$ cat config.mk
export PLATFORM = sky130hd
export DESIGN_NAME = utc_to_unix64
export DESIGN_NICKNAME = d
export VERILOG_FILES = /design/src/rtl/utc_to_unix64_pkg.sv /design/src/rtl/utc_to_unix64_days_in_month.sv /design/src/rtl/utc_to_unix64.sv
export SDC_FILE = /design/constraint.sdc
export NUM_CORES = 1
export LEC_CHECK = 0
export ABC_AREA = 1
export CAP_MARGIN = 10
export CORE_ASPECT_RATIO = 0.5
export CORE_MARGIN = 2
export CORE_UTILIZATION = 60
export CTS_CLUSTER_SIZE = 28
export DETAILED_ROUTE_END_ITERATION = 16
export PLACE_DENSITY = 0.81
export SYNTH_ARGS = -nofsm -noshare
export SYNTH_HDL_FRONTEND = slang
export SYNTH_HIERARCHICAL = 1
export SYNTH_SLANG_ARGS = --single-unit
$ cat constraint.sdc
create_clock -name clk -period 7.91 [get_ports clk]
set_clock_uncertainty 0.15 [all_clocks]
set_input_delay 1.582 -clock clk [delete_from_list [all_inputs] [get_ports clk]]
set_output_delay 1.582 -clock clk [all_outputs]
set_load 0.05 [all_outputs]
$ cat src/rtl/utc_to_unix64_pkg.sv
// Shared calendar constants, FSM state type and calendar helpers.
// Used by the UTC -> Unix converter and by its inverse.
package utc_to_unix64_pkg;

    localparam int EPOCH_YEAR    = 1970;
    localparam int YEAR_MAX      = 9999;
    localparam int SECS_PER_DAY  = 86400;
    localparam int SECS_PER_HOUR = 3600;
    localparam int DAYS_W        = 22;

    typedef enum logic [2:0] {
        ST_IDLE,
        ST_CHECK,
        ST_YEARS,
        ST_MONTHS,
        ST_CALC
    } state_t;

    // Days per month for a common year, January in the low 5 bits.
    localparam logic [59:0] DIM_TABLE = {
        5'd31, 5'd30, 5'd31, 5'd30, 5'd31, 5'd31,
        5'd30, 5'd31, 5'd30, 5'd31, 5'd28, 5'd31
    };

    // Common-year length of a month; 0 for month numbers outside 1..12.
    function automatic logic [4:0] dim_base(input logic [3:0] month);
        logic [4:0] result;
        result = 5'd0;
        if (month >= 4'd1 && month <= 4'd12) begin
            result = DIM_TABLE[(int'(month) - 1) * 5 +: 5];
        end
        return result;
    endfunction

    // Gregorian leap-year rule on a plain year number.
    function automatic logic is_leap_year(input int unsigned year);
        return ((year % 4 == 0) && (year % 100 != 0)) || (year % 400 == 0);
    endfunction

endpackage

$ cat src/rtl/utc_to_unix64_days_in_month.sv
// Combinational month length lookup with February leap correction.
module days_in_month
    import utc_to_unix64_pkg::*;
(
    input  logic [3:0] month,
    input  logic       leap,
    output logic [4:0] dim
);

    // Table lookup, then stretch February to 29 days in leap years.
    always_comb begin
        dim = dim_base(month);
        if (leap && (month == 4'd2)) begin
            dim = 5'd29;
        end
    end

endmodule

$ cat src/rtl/utc_to_unix64.sv
// Iterative broken-down UTC to 64-bit Unix seconds converter.
// Walks one year per cycle, then one month per cycle, accumulating days,
// and finishes with a single shift-add multiply/accumulate step.
module utc_to_unix64 #(
    parameter int EPOCH_YEAR = utc_to_unix64_pkg::EPOCH_YEAR,
    parameter int YEAR_MAX   = utc_to_unix64_pkg::YEAR_MAX
) (
    input  logic        clk,
    input  logic        reset_n,
    input  logic        start,
    input  logic [13:0] year,
    input  logic [3:0]  month,
    input  logic [4:0]  day,
    input  logic [4:0]  hour,
    input  logic [5:0]  minute,
    input  logic [5:0]  second,
    output logic        busy,
    output logic        done,
    output logic        err,
    output logic [63:0] unix_time
);
    import utc_to_unix64_pkg::*;

    // Year-phase counters start at the epoch so leap detection needs no divider.
    localparam logic [1:0] C4_INIT   = 2'(EPOCH_YEAR % 4);
    localparam logic [6:0] C100_INIT = 7'(EPOCH_YEAR % 100);
    localparam logic [8:0] C400_INIT = 9'(EPOCH_YEAR % 400);

    state_t              state_reg, state_next;
    logic                busy_reg, busy_next;
    logic                done_reg, done_next;
    logic                err_reg, err_next;
    logic [63:0]         unix_time_reg, unix_time_next;
    logic [13:0]         year_reg, year_next;
    logic [3:0]          month_reg, month_next;
    logic [4:0]          day_reg, day_next;
    logic [4:0]          hour_reg, hour_next;
    logic [5:0]          minute_reg, minute_next;
    logic [5:0]          second_reg, second_next;
    logic [13:0]         yr_reg, yr_next;
    logic [3:0]          mo_reg, mo_next;
    logic [DAYS_W-1:0]   days_reg, days_next;
    logic [1:0]          c4_reg, c4_next;
    logic [6:0]          c100_reg, c100_next;
    logic [8:0]          c400_reg, c400_next;

    logic                leap;
    logic                range_ok;
    logic [4:0]          dim;
    logic [DAYS_W-1:0]   days_total;
    logic [63:0]         days_wide;
    logic [63:0]         hour_wide;
    logic [63:0]         minute_wide;
    logic [63:0]         secs_total;

    assign leap = (c4_reg == 2'd0) && ((c100_reg != 7'd0) || (c400_reg == 9'd0));

    assign range_ok = (year_reg >= 14'(EPOCH_YEAR)) && (year_reg <= 14'(YEAR_MAX)) &&
                      (month_reg >= 4'd1) && (month_reg <= 4'd12) &&
                      (day_reg != 5'd0) && (hour_reg <= 5'd23) &&
                      (minute_reg <= 6'd59) && (second_reg <= 6'd59);

    days_in_month u_dim (
        .month (mo_reg),
        .leap  (leap),
        .dim   (dim)
    );

    // Final seconds: 86400 = 2^16+2^14+2^12+2^8+2^7, 3600 = 2^11+2^10+2^9+2^4, 60 = 2^6-2^2.
    always_comb begin
        days_total  = days_reg + DAYS_W'(day_reg) - DAYS_W'(1);
        days_wide   = 64'(days_total);
        hour_wide   = 64'(hour_reg);
        minute_wide = 64'(minute_reg);
        secs_total  = (days_wide << 16) + (days_wide << 14) + (days_wide << 12) +
                      (days_wide << 8) + (days_wide << 7) +
                      (hour_wide << 11) + (hour_wide << 10) + (hour_wide << 9) + (hour_wide << 4) +
                      (minute_wide << 6) - (minute_wide << 2) +
                      64'(second_reg);
    end

    // Next-state and datapath updates; done/err default low so they pulse.
    always_comb begin
        state_next     = state_reg;
        busy_next      = busy_reg;
        done_next      = 1'b0;
        err_next       = 1'b0;
        unix_time_next = unix_time_reg;
        year_next      = year_reg;
        month_next     = month_reg;
        day_next       = day_reg;
        hour_next      = hour_reg;
        minute_next    = minute_reg;
        second_next    = second_reg;
        yr_next        = yr_reg;
        mo_next        = mo_reg;
        days_next      = days_reg;
        c4_next        = c4_reg;
        c100_next      = c100_reg;
        c400_next      = c400_reg;

        case (state_reg)
            ST_IDLE: begin
                if (start) begin
                    year_next   = year;
                    month_next  = month;
                    day_next    = day;
                    hour_next   = hour;
                    minute_next = minute;
                    second_next = second;
                    busy_next   = 1'b1;
                    state_next  = ST_CHECK;
                end
            end
            ST_CHECK: begin
                if (!range_ok) begin
                    done_next  = 1'b1;
                    err_next   = 1'b1;
                    busy_next  = 1'b0;
                    state_next = ST_IDLE;
                end else begin
                    days_next  = '0;
                    yr_next    = 14'(EPOCH_YEAR);
                    c4_next    = C4_INIT;
                    c100_next  = C100_INIT;
                    c400_next  = C400_INIT;
                    state_next = ST_YEARS;
                end
            end
            ST_YEARS: begin
                if (yr_reg == year_reg) begin
                    mo_next    = 4'd1;
                    state_next = ST_MONTHS;
                end else begin
                    days_next = days_reg + (leap ? DAYS_W'(366) : DAYS_W'(365));
                    yr_next   = yr_reg + 14'd1;
                    c4_next   = c4_reg + 2'd1;
                    c100_next = (c100_reg == 7'd99)  ? 7'd0 : c100_reg + 7'd1;
                    c400_next = (c400_reg == 9'd399) ? 9'd0 : c400_reg + 9'd1;
                end
            end
            ST_MONTHS: begin
                if (mo_reg == month_reg) begin
                    if (day_reg > dim) begin
                        done_next  = 1'b1;
                        err_next   = 1'b1;
                        busy_next  = 1'b0;
                        state_next = ST_IDLE;
                    end else begin
                        state_next = ST_CALC;
                    end
                end else begin
                    days_next = days_reg + DAYS_W'(dim);
                    mo_next   = mo_reg + 4'd1;
                end
            end
            ST_CALC: begin
                days_next      = days_total;
                unix_time_next = secs_total;
                done_next      = 1'b1;
                busy_next      = 1'b0;
                state_next     = ST_IDLE;
            end
            default: begin
                busy_next  = 1'b0;
                state_next = ST_IDLE;
            end
        endcase
    end

    // State and datapath registers; reset aborts any conversion in flight.
    always_ff @(posedge clk or negedge reset_n) begin
        if (!reset_n) begin
            state_reg     <= ST_IDLE;
            busy_reg      <= 1'b0;
            done_reg      <= 1'b0;
            err_reg       <= 1'b0;
            unix_time_reg <= '0;
            year_reg      <= '0;
            month_reg     <= '0;
            day_reg       <= '0;
            hour_reg      <= '0;
            minute_reg    <= '0;
            second_reg    <= '0;
            yr_reg        <= '0;
            mo_reg        <= '0;
            days_reg      <= '0;
            c4_reg        <= '0;
            c100_reg      <= '0;
            c400_reg      <= '0;
        end else begin
            state_reg     <= state_next;
            busy_reg      <= busy_next;
            done_reg      <= done_next;
            err_reg       <= err_next;
            unix_time_reg <= unix_time_next;
            year_reg      <= year_next;
            month_reg     <= month_next;
            day_reg       <= day_next;
            hour_reg      <= hour_next;
            minute_reg    <= minute_next;
            second_reg    <= second_next;
            yr_reg        <= yr_next;
            mo_reg        <= mo_next;
            days_reg      <= days_next;
            c4_reg        <= c4_next;
            c100_reg      <= c100_next;
            c400_reg      <= c400_next;
        end
    end

    assign busy      = busy_reg;
    assign done      = done_reg;
    assign err       = err_reg;
    assign unix_time = unix_time_reg;

endmodule

# Yosys cells after proc, flatten, opt, wreduce, memory -nomap -nowiden
# Cells that the tools add are included.
dict set report totals {
  output_inout_bits 67
  input_bits 43
  wordCells 133
  regBits 168
}
dict set report op_classes {
  mux 40
  n_addsub 21
  shifts 1
  n_lt_le_gt_ge 10
  eq_ne 17
  mul 1
  n_reduce_logical 25
  n_bitwise 1
}
# op count
set ops {}
lappend ops {{22-bit one-hot mux with 4 select lines} 1}
lappend ops {{22-bit 2-to-1 mux} 3}
lappend ops {{60-bit by 32-bit variable part select with 5-bit output, first input constant} 1}
lappend ops {{48-bit by 7-bit adder with 49-bit output} 1}
lappend ops {{47-bit by 8-bit subtractor with 48-bit output} 1}
lappend ops {{46-bit by 12-bit adder with 47-bit output} 1}
lappend ops {{45-bit by 9-bit adder with 46-bit output} 1}
lappend ops {{44-bit by 14-bit adder with 45-bit output} 1}
lappend ops {{22-bit by 5-bit adder with 22-bit output} 2}
lappend ops {{43-bit by 15-bit adder with 44-bit output} 1}
lappend ops {{42-bit by 16-bit adder with 43-bit output} 1}
lappend ops {{41-bit by 29-bit adder with 42-bit output} 1}
lappend ops {{40-bit by 30-bit adder with 41-bit output} 1}
lappend ops {{39-bit by 34-bit adder with 40-bit output} 1}
lappend ops {{38-bit by 36-bit adder with 39-bit output} 1}
lappend ops {{32-bit by 4-bit multiplier with 32-bit output, second input constant} 1}
lappend ops {{14-bit 2-to-1 mux} 2}
lappend ops {{14-bit one-hot mux with 2 select lines} 1}
lappend ops {{9-bit 2-to-1 mux} 3}
lappend ops {{22-bit by 9-bit adder with 22-bit output} 1}
lappend ops {{22-bit by 1-bit subtractor with 22-bit output, second input constant} 1}
lappend ops {{7-bit 2-to-1 mux} 3}
lappend ops {{9-bit one-hot mux with 2 select lines} 1}
lappend ops {{2-bit inequality test, second input constant} 8}
lappend ops {{other kinds (47)} 77}

# Logic depth before layout (Yosys ltp)
dict set report logic_depth {
  depth_word 13
  mapped_depth 41
  mapped_depth_nobuf 41
}

# Cells and area by module
# Netlist, hierarchy kept.
# mod n_inst area_per_inst_um2 cells_each seq_area_each_um2
set modules_own_cells {}
lappend modules_own_cells {utc_to_unix64 1 16415.7 2281 3828.7}
lappend modules_own_cells {days_in_month 1 882.1 163 0.0}

# Worst setup path after synthesis
# OpenSTA, ideal clock, no wires.
dict set report synth_path {
  path_type {register to register}
  from {register days_reg[1]}
  to {register unix_time_reg[43] (netlist: unix_time[43])}
  stages_incl_launch_ff 35
  synth_period_minus_slack_ns 6.248
  setup_time_ns 0.118
  t_required_ns 7.642
  arrival_ns 5.980
  path_slack_ns 1.662
  path_buffers 0
  path_cell_list {dfrtp_1 -> inv_1 -> ha_1 -> inv_1 -> ha_1 -> fa_1 -> nand2_1 -> o21ai_1 -> a21oi_1 -> inv_1 -> a21oi_1 -> inv_1 -> or2_2 -> nand2_1 -> inv_1 -> fa_1 -> fa_1 -> fa_1 -> ha_1 -> ha_1 -> nand2_1 -> nor2_1 -> inv_1 -> nor3_1 -> nand2_1 -> nand3_1 -> nand2_1 -> nand2_2 -> nand2_1 -> nor2_1 -> nand3_4 -> nor2_4 -> nand4_1 -> nand3_1 -> nand2_1}
}
dict set report synth_between {
  elab_chain_len 13
}
# item line
set synth_lines {}
lappend synth_lines {{start: declaration} utc_to_unix64.sv:42} ;# logic [DAYS_W-1:0] days_reg, days_next;
lappend synth_lines {{start signal: assignment} utc_to_unix64.sv:205} ;# days_reg <= days_next;
lappend synth_lines {{22-bit by 5-bit adder with 22-bit output (*)} utc_to_unix64.sv:71} ;# days_total = days_reg + DAYS_W'(day_reg) - DAYS_W'(1);
lappend synth_lines {{22-bit by 1-bit subtractor with 22-bit output (*)} utc_to_unix64.sv:71}
lappend synth_lines {{38-bit by 36-bit adder with 39-bit output} utc_to_unix64.sv:75} ;# secs_total = (days_wide << 16) + (days_wide << 14) + (days_wide << 12) +
lappend synth_lines {{39-bit by 34-bit adder with 40-bit output} utc_to_unix64.sv:75}
lappend synth_lines {{40-bit by 30-bit adder with 41-bit output} utc_to_unix64.sv:75}
lappend synth_lines {{41-bit by 29-bit adder with 42-bit output (*)} utc_to_unix64.sv:76} ;# (days_wide << 8) + (days_wide << 7) +
lappend synth_lines {{42-bit by 16-bit adder with 43-bit output (*)} utc_to_unix64.sv:76}
lappend synth_lines {{43-bit by 15-bit adder with 44-bit output (*)} utc_to_unix64.sv:77} ;# (hour_wide << 11) + (hour_wide << 10) + (hour_wide << 9) + (hour_wide << 4) +
lappend synth_lines {{44-bit by 14-bit adder with 45-bit output (*)} utc_to_unix64.sv:77}
lappend synth_lines {{45-bit by 9-bit adder with 46-bit output (*)} utc_to_unix64.sv:77}
lappend synth_lines {{46-bit by 12-bit adder with 47-bit output (*)} utc_to_unix64.sv:77}
lappend synth_lines {{47-bit by 8-bit subtractor with 48-bit output (*)} utc_to_unix64.sv:78} ;# (minute_wide << 6) - (minute_wide << 2) +
lappend synth_lines {{48-bit by 7-bit adder with 49-bit output (*)} utc_to_unix64.sv:78}
lappend synth_lines {{end signal: assignment} utc_to_unix64.sv:196} ;# unix_time_reg <= unix_time_next;
lappend synth_lines {{end: declaration} utc_to_unix64.sv:33} ;# logic [63:0] unix_time_reg, unix_time_next;
# Every way passes the cells marked *; elsewhere a longest branch is shown, timed or not.
# A chain may end at the register's enable or synchronous reset.

# Worst setup path in the final report
dict set report layout_path {
  from {register days_reg[1]}
  to {register unix_time_reg[48] (netlist: unix_time[48])}
}
# Same word-level chain as after synthesis.

==> results.sh <==
export IMPL_routedWlPerCell_um=15.3
export IMPL_critPathRequiredTime_ns=8.10
export IMPL_hold_start="unix_time[44]"
export IMPL_antenna_found_initial=0
export IMPL_maxUsedRoutingLayer="met4"
export IMPL_num_vias=16100
export IMPL_grt_pass1_vias=15700
export IMPL_crit_path_end_kind="register"
export IMPL_holdBufCountCts=0
export IMPL_cts_setup_buffers=0
export IMPL_die_x_um=244
export IMPL_drt_wl_total_um=44900
export IMPL_rr_startpoint="days_reg[1]"
export IMPL_max_stage_delay_ns=0.55
export IMPL_dp_hpwl_um=35200
export IMPL_syn_inst=2444
export IMPL_grt_pass1_wl_um=75900
export IMPL_drtPass1Iterations=5
export IMPL_min_period_over_period=0.939
export IMPL_rsz0062_at_grt="no"
export IMPL_n_antenna_cell=0
export IMPL_drv_cap=0
export IMPL_grt_max_degree=85
export IMPL_crit_path_max_fanout=6
export IMPL_path_buf_inv=3
export IMPL_wl_met1_um=20500
export IMPL_routed_wl_met3_um=3240
export IMPL_worst_pin_slew_ns=0.876
export IMPL_largest_reg_flops=49
export IMPL_grt_usage=0.310
export IMPL_syn_area_per_cell_um2=7.08
export IMPL_cts_made_buffers=17
export IMPL_pre_cts_slack_ns=0.610
export IMPL_fin_crit_ns=7.42
export IMPL_fmax_ghz=0.135
export IMPL_drtIter0Drc=1425
export IMPL_yosysWarnings=6
export IMPL_path_class="reg -> reg"
export IMPL_portBuffers=109
export IMPL_finalSetupViolCount=0
export IMPL_postPlaceCellArea_um2=18700
export IMPL_crit_slowest_cell="fa_1"
export IMPL_synth_edf_count=0
export IMPL_cpLargestDelayFamily="adder cells"
export IMPL_cts_tree="yes"
export IMPL_cts_resized=0
export IMPL_syn_area_um2=17300
export IMPL_syn_num_nets=2756
export IMPL_clk_pin_slew_ns=0.07
export IMPL_wl_met2_um=20400
export IMPL_final_hold_viol_count=0
export IMPL_yosysUniqueCellTypes=61
export IMPL_drv_slew=0
export IMPL_clock_path_buffers=2
export IMPL_nNetsFinal=2843
export IMPL_seq_area_um2=3830
export IMPL_root_buffer="clkbuf_16"
export IMPL_drive_above_1_share=0.0711
export IMPL_avgViaCountPerCell=5.50
export IMPL_area_growth_pct=11.4
export IMPL_grt_overflow_total=0
export IMPL_gp_congestion=0.990
export IMPL_worstSetupStartpointType="register"
export IMPL_initial_core_util=0.617
export IMPL_fin_ws_ns=0.486
export IMPL_htree_levels=4
export IMPL_multi_input_area_um2=11600
export IMPL_slew_headroom=0.416
export IMPL_cts_sinks=153
export IMPL_ant_nets=0
export IMPL_core_area_um2=28000
export IMPL_die_area_um2=30300
export IMPL_fin_area_um2=19300
export IMPL_clkLatencyLatePin_ns=0.47
export IMPL_ys_async_sr_fraction=1.00
export IMPL_ys_ff_latch=153
export IMPL_rows=43
export IMPL_tns_ns=0
export IMPL_critPathArrivalTime_ns=7.62
export IMPL_crit_start="days_reg[1]"
export IMPL_status="finished clean"
export IMPL_hold_class="reg -> reg"
export IMPL_drc_errors=0
export IMPL_crit_top_cell="nand2_1"
export IMPL_num_io_pins=110
export IMPL_die_h_um=124
export IMPL_synthFlopType="dfrtp_1"
export IMPL_yosysSeqAreaShare=0.221
export IMPL_nFillCells=2417
[routing by layer]
layer | vias to the layer above | track usage
met5 | - | 0
met4 | 0 | 0.0796
met3 | 52 | 0.0489
met2 | 548 | 0.519
met1 | 7530 | 0.425
li1 | 7972 | -
[final timing paths]
kind                                      end  cells after the start  slack (ns)
worst min-delay path            unix_time[44]                      2        0.33
min in group asynchronous        month_reg[1]                      1        1.04
max in group asynchronous         year_reg[7]                      2        5.16
worst max-delay path            unix_time[48]                     32        0.49
worst max register to register  unix_time[48]                     32        0.49
worst min register to register  unix_time[44]                      2        0.33
[area by class of cell]
type | count | area share
multi-input cells | 1810 | 0.602
clock buffers | 18 | 0.0223
repair buffers | 118 | 0.0602
flip-flops and latches | 153 | 0.199
inverters | 431 | 0.0840
clock inverters | 14 | 0.00792
well taps | 382 | 0.0248
[cell usage after synthesis (9+ instances only)]
cell	number	share of area
dfrtp_1	153	0.22
nand4_1	46	0.017
nand3_1	143	0.041
nor2_2	11	0.0040
mux2_2	15	0.0098
xnor2_1	15	0.0076
nand2_4	10	0.0065
a31oi_1	9	0.0033
clkbuf_1	28	0.0061
inv_2	11	0.0024
nand2_2	31	0.011
nand2_1	644	0.14
nor2_4	9	0.0059
a21oi_1	120	0.035
inv_1	418	0.091
nor3_1	30	0.0087
a22oi_1	11	0.0048
buf_4	15	0.0065
nand3_2	12	0.0069
or2_2	19	0.0069
fa_1	74	0.086
ha_1	195	0.14
xor2_1	40	0.020
nor2_1	187	0.041
o21ai_0	110	0.032
[layout by cell type (no fill, tap or decap), types with 4 or more instances in the layout]
cell,n
buf_4,9
nand3_4,5
o21bai_1,5
nand2_2,32
nor2_2,11
xnor2_1,15
or2_2,19
a31oi_1,9
nor2_1,187
nand2_1,643
nor2_8,4
nor3_1,30
nand4_1,46
fa_1,74
a21o_1,4
o31ai_1,7
nand3_1,142
nand3_2,13
a22oi_1,11
a21oi_1,120
ha_1,195
o22ai_1,6
o21ai_1,5
nor4_1,6
dfrtp_1,153
clkdlybuf4s50_1,108
nand2_4,10
mux2_2,15
o21ai_0,110
nor2_4,9
clkbuf_16,17
inv_2,11
xor2_1,40
inv_1,418
inv_6,6
[cells by family (layout without fill, tap and decap cells)]
| family | Yosys count | after routing | share of synthesized area |
|---|---|---|---|
| AO/OA/AOI/OAI | 300 | 300 | 0.0965 |
| adder cells (fa/ha/maj) | 269 | 269 | 0.227 |
| buffers and inverters | 481 | 581 | 0.109 |
| XOR/XNOR | 57 | 57 | 0.0297 |
| AND/OR/NAND/NOR | 1169 | 1169 | 0.307 |
| multiplexers | 15 | 15 | 0.00976 |
| flip-flops | 153 | 153 | 0.221 |
[through the flow]
step / std cells / utilization / hold slack, ns
floorplan: 2444 / - / 0.286
global placement: 2894 / 0.666 / 0.297
detailed placement: 2894 / 0.666 / 0.317
CTS: 2926 / 0.687 / 0.337
global route: 2926 / 0.687 / 0.362
finish: 2926 / 0.687 / 0.334
[tightest hold or removal path: stages, from the launching register on]
cell,delay (ns)
dfrtp_1,0.34
nand2_1,0.06
nand2_1,0.05
Power is not shown: default switching activity piles up to over one toggle a cycle in this logic, so the estimate is an artifact.
